### config.mk
export PLATFORM = sky130hd
export DESIGN_NAME = async_event_arbiter
export DESIGN_NICKNAME = d
export VERILOG_FILES = /design/src/rtl/async_event_arbiter.sv
export SDC_FILE = /design/constraint.sdc
export NUM_CORES = 1
export LEC_CHECK = 0
export BUFFER_PORTS_ARGS = -buffer_cell sky130_fd_sc_hd__buf_2
export CORE_UTILIZATION = 40
export DETAILED_ROUTE_END_ITERATION = 16
export HOLD_SLACK_MARGIN = 0.12
export PLACE_DENSITY = 0.58
export SYNTH_ARGS = -nofsm -noshare
export SYNTH_HDL_FRONTEND = slang
export SYNTH_SLANG_ARGS = --single-unit
### constraint.sdc
create_clock -name outclk -period 8.1 [get_ports outclk]
set_clock_uncertainty 0.2 [all_clocks]
set_input_delay 0.81 -clock outclk [delete_from_list [all_inputs] [get_ports outclk]]
set_output_delay 0.81 -clock outclk [all_outputs]
set_load 0.03 [all_outputs]
### src/rtl/async_event_arbiter.sv
// rtl/async_event_arbiter.sv - round-robin serialiser of one-shot channel events with drop statistics
module async_event_arbiter #(
    parameter int N_CH        = 4,
    parameter int COOL_CYCLES = 2,
    parameter int DROP_W      = 8
) (
    input  logic                    outclk,
    input  logic                    actual_async_sig_reset,
    input  logic [N_CH-1:0]         evt_pulse,
    input  logic [N_CH-1:0]         ch_enable,
    output logic [N_CH-1:0]         auto_reset_o,
    output logic                    evt_valid,
    output logic [$clog2(N_CH)-1:0] evt_id,
    input  logic                    evt_ready,
    output logic [N_CH-1:0]         drop_flag,
    output logic [DROP_W-1:0]       drop_cnt,
    input  logic                    clr_stats
);

    localparam int ID_W  = $clog2(N_CH);
    localparam int SUM_W = DROP_W + 5;

    // Cool-down counter starts one below the idle count so that the
    // total accept-to-accept spacing is COOL_CYCLES + 2.
    localparam logic [3:0] COOL_LOAD = (COOL_CYCLES > 0) ? 4'(COOL_CYCLES - 1) : 4'd0;
    localparam logic [SUM_W-1:0] CNT_MAX = {{5{1'b0}}, {DROP_W{1'b1}}};

    typedef enum logic [1:0] {
        S_IDLE  = 2'd0,
        S_GRANT = 2'd1,
        S_COOL  = 2'd2
    } state_t;

    state_t            state;
    state_t            state_nxt;
    logic [N_CH-1:0]   pending;
    logic [ID_W-1:0]   last_grant;
    logic [3:0]        cool_cnt;

    logic              accept;
    logic [N_CH-1:0]   acc_vec;
    logic [N_CH-1:0]   new_evt;
    logic [N_CH-1:0]   drops;
    logic [4:0]        n_drop;
    logic [SUM_W-1:0]  sum_cnt;

    logic              pick_found;
    logic [ID_W-1:0]   pick_id;
    logic [ID_W-1:0]   cand_id;

    // evt_valid is exactly "in GRANT", so accept needs only evt_ready there.
    assign accept  = (state == S_GRANT) & evt_ready;
    assign acc_vec = accept ? (N_CH'(1) << evt_id) : '0;
    assign new_evt = evt_pulse & ch_enable;
    // A pulse landing on the channel being accepted is a fresh event, not a drop.
    assign drops   = new_evt & pending & ~acc_vec;
    assign n_drop  = 5'($countones(drops));
    assign sum_cnt = SUM_W'(drop_cnt) + SUM_W'(n_drop);

    // Round-robin pick: first pending channel strictly after last_grant, wrapping.
    always_comb begin
        pick_found = 1'b0;
        pick_id    = '0;
        cand_id    = '0;
        for (int k = 1; k <= N_CH; k++) begin
            cand_id = ID_W'((int'(last_grant) + k) % N_CH);
            if (!pick_found && pending[cand_id]) begin
                pick_found = 1'b1;
                pick_id    = cand_id;
            end
        end
    end

    // FSM state register; reset drops out of GRANT immediately.
    always_ff @(posedge outclk or posedge actual_async_sig_reset) begin
        if (actual_async_sig_reset) begin
            state <= S_IDLE;
        end else begin
            state <= state_nxt;
        end
    end

    // FSM next-state: IDLE -> GRANT -> (COOL ->) IDLE.
    always_comb begin
        state_nxt = state;
        case (state)
            S_IDLE: begin
                if (pick_found) begin
                    state_nxt = S_GRANT;
                end
            end
            S_GRANT: begin
                if (evt_ready) begin
                    state_nxt = (COOL_CYCLES == 0) ? S_IDLE : S_COOL;
                end
            end
            S_COOL: begin
                if (cool_cnt == 4'd0) begin
                    state_nxt = S_IDLE;
                end
            end
            default: state_nxt = S_IDLE;
        endcase
    end

    // FSM outputs: offer while in GRANT; release a trap only when nothing is queued for it.
    always_comb begin
        evt_valid    = (state == S_GRANT);
        auto_reset_o = ch_enable & ~pending;
    end

    // Grant bookkeeping: offered id, round-robin pointer and cool-down counter.
    always_ff @(posedge outclk or posedge actual_async_sig_reset) begin
        if (actual_async_sig_reset) begin
            evt_id     <= '0;
            last_grant <= ID_W'(N_CH - 1);
            cool_cnt   <= 4'd0;
        end else begin
            if (state == S_IDLE && pick_found) begin
                evt_id     <= pick_id;
                last_grant <= pick_id;
            end
            if (accept) begin
                cool_cnt <= COOL_LOAD;
            end else if (state == S_COOL && cool_cnt != 4'd0) begin
                cool_cnt <= cool_cnt - 4'd1;
            end
        end
    end

    // Pending set: new enabled pulses set, accepted channel clears, set wins on collision.
    always_ff @(posedge outclk or posedge actual_async_sig_reset) begin
        if (actual_async_sig_reset) begin
            pending <= '0;
        end else begin
            pending <= (pending & ~acc_vec) | new_evt;
        end
    end

    // Drop statistics: sticky per-channel flags and a saturating total; clear wins.
    always_ff @(posedge outclk or posedge actual_async_sig_reset) begin
        if (actual_async_sig_reset) begin
            drop_flag <= '0;
            drop_cnt  <= '0;
        end else if (clr_stats) begin
            drop_flag <= '0;
            drop_cnt  <= '0;
        end else begin
            drop_flag <= drop_flag | drops;
            drop_cnt  <= (sum_cnt > CNT_MAX) ? {DROP_W{1'b1}} : sum_cnt[DROP_W-1:0];
        end
    end

endmodule
==> results_dict.tcl <==
set metrics [dict create \
    fmax_mhz 303.8 \
    drt-vias-per-instance 5.196 \
    rsz0062_at_grt "no" \
    num_rows 21 \
    synth_common_cells "24 x dfrtp_1, 16 x nor2_1, 13 x inv_1, 13 x nand2_1, 8 x a21oi_1" \
    netlist_area_um2 1446 \
    drc_errors 0 \
    fp.coreArea_um2 3390 \
    area_growth_pct 16.09 \
    gp_congestion 0.7611 \
    grt_pass1_vias 1208 \
    cp_data_required_time_ps 8130 \
    synth_nets 165 \
    cp-startpoint "state[1]" \
    crit_top_cell "fa_1" \
    wirelength_um 2995 \
    rrSetupSlack_ps 4810 \
    period_minus_slack_ps 3291 \
    numPortBuffers 30 \
    synth_edf_count 0 \
    hp-class "register to register" \
    synth_area_leaders "dfrtp_1 42%, fa_1 4.2%, nor2_1 4.2%" \
    p_leak_nw 0.8342 \
    drive_gt1_share_pct 25.28 \
    synth-seq-cells 26 \
    pin_count 31 \
    ir_drop_mv 0.1087 \
    routedWlPerCell_um 13.37 \
    yosysSeqAreaShare_pct 45.16 \
    grt_use_total_pct 17.47 \
    arrival_ps 3320 \
    worst_pin_slew_ps 995.8 \
    path_cells "nand3b_1 > o31ai_1 > nor2_1 > fa_1 > inv_1 > fa_1 > inv_1 > fa_1 > nand2_1 > nor2_1 > and4b_1 > nor3_1" \
    final_core_util_pct 49.54 \
    maxCapViolations 0 \
    worst_slew_margin_rel_pct 33.54 \
    grt_pass1_wl_um 5485 \
    crit_fanout 9 \
    cts_hold_buf 0 \
    fp.dieArea_um2 3860 \
    fin_crit_sh_pct 40.63 \
    start_kind "register" \
    via_count 1164 \
    cpPeakStageDelay_ps 520 \
    synth_top_area_share_pct 41.52 \
    die_h_um 62.13 \
    synthDistinctLibCells 45 \
    antenna_cells 0 \
    nets 196 \
    ys_warn_count 0 \
    drt_iter0_markers 63 \
    postCtsSetupBuffers 0 \
    tritoncts "yes" \
    antenna_found_initial 0 \
    power-per-cell-area_nw_per_um2 324.4 \
    initial_core_util_pct 42.67 \
    hold_viol 0 \
    syn_inst 148 \
    grt_max_degree 27 \
    overflow 0 \
    clockRootBuffer "clkbuf_4" \
    post_cts_resized 0 \
    clk_pin_slew_ps 150 \
    antenna_left 0 \
    cts.sinks 26 \
    synth_async_sr_flop_share_pct 100.0 \
    critPathSlowestCell "fa_1" \
    synth_top_flop_cell "dfrtp_1" \
    min_from "last_grant[1]" \
    crit_path_end_kind "register" \
    dr.pass1.iters 4 \
    clk_path_buf_depth 2 \
    yosysTopAreaCell "dfrtp_1" \
    die_x_um 62.13 \
    final.setup.tns_ps 0 \
    dpl.hpwl_um 2272 \
    finalSetupViolCount 0 \
    synth.avg_cell_area_um2 9.773 \
    slew_viol_final 0 \
    timing.rr.start "state[1]" \
    crit_type "register to register" \
    synth_most_common_cell "dfrtp_1" \
    clkLatencyLatePin_ps 320 \
    numCtsBuffers 3 \
    htreeDepth 1 \
    status "complete, no violations" \
]
through the flow:
stage	instance area [um2]	hold slack [ps]	power, mW	worst slack (ps)	std cells
after detailed placement	1627	297.7	0.4592	4427	220
after global placement	1627	289.6	0.4517	4521	220
after global routing	1679	343.8	0.5921	4621	224
after CTS	1679	322.8	0.5509	4777	224
after floorplan	1446	273.7	0.4021	4833	148
final	1679	323.6	0.5448	4809	224
cell usage in the layout (no fill, tap or decap), drive strengths merged, types with 3 or more instances in the layout:
| cell | Yosys | layout |
|---|---|---|
| a21oi | 9 | 9 |
| clkbuf | 2 | 3 |
| and3b | 4 | 4 |
| nor2 | 16 | 16 |
| nand3 | 4 | 4 |
| nor2b | 4 | 4 |
| nand2 | 13 | 13 |
| nor3b | 3 | 3 |
| o21ai | 6 | 6 |
| o2111ai | 3 | 3 |
| buf | 2 | 30 |
| dfrtp | 24 | 24 |
| o31ai | 3 | 3 |
| nor3 | 5 | 5 |
| inv | 13 | 13 |
| fa | 3 | 3 |
state kept, by name, summed over array words and instances, names as in the netlist:
signal,flops
cool_cnt,4
drop_flag,4
pending,4
evt_id,2
last_grant,2
drop_cnt,8
state,2
critical path: cells and delay by family, from the launching register on:
kind	cells	cell delay, ps
compound gates	1	350
simple gates	6	890
buf+inv	2	130
fa+ha+maj	3	1160
flops	1	480
per-layer routing:
| metal | track usage, % | up-vias | share of wire, % |
|---|---|---|---|
| met5 | 0 | - | 0 |
| met4 | 5.233 | 0 | 0.80 |
| met3 | 2.206 | 2 | 3.2 |
| met2 | 29.40 | 18 | 49 |
| met1 | 23.47 | 571 | 47 |
| li1 | - | 573 | - |
path summary, 6_finish.rpt:
kind / cells past startpoint / end
setup / recovery: 12 / drop_cnt[6]
hold / removal: 2 / last_grant[1]
setup reg to reg: 12 / drop_cnt[6]
hold reg to reg: 2 / last_grant[1]
max in group asynchronous: 2 / state[0]
min in group asynchronous: 2 / drop_cnt[6]
cell type report:
class / instances / area (um2)
Clock inverter: 1 / 30.03
Clock buffer: 3 / 22.52
Tap cell: 46 / 57.56
Sequential cell: 26 / 653.1
Multi-Input combinational cell: 105 / 716.9
Inverter: 13 / 48.80
Fill cell: 326 / 1710
Timing Repair Buffer: 30 / 150.1
kinds of logic (layout without fill, tap and decap cells):
group	count (synthesis)	count (layout)	share of synthesized area, %
adder cells (fa/ha/maj)	5	5	5.882
XOR/XNOR	4	4	2.423
flip-flops	26	26	45.16
AO/OA/AOI/OAI	31	31	15.92
AND/OR/NAND/NOR	63	63	23.96
multiplexers	2	2	1.384
buffers and inverters	17	47	5.277
power by group:
part	leakage, nW	internal, mW	switching (mW)	total (mW)
logic	0.486	0.0911	0.131	0.222
registers	0.320	0.172	0.0608	0.233
clock network	0.0279	0.0500	0.0401	0.0901
total	0.834	0.313	0.232	0.545
Power figures use the tool's default switching activity.
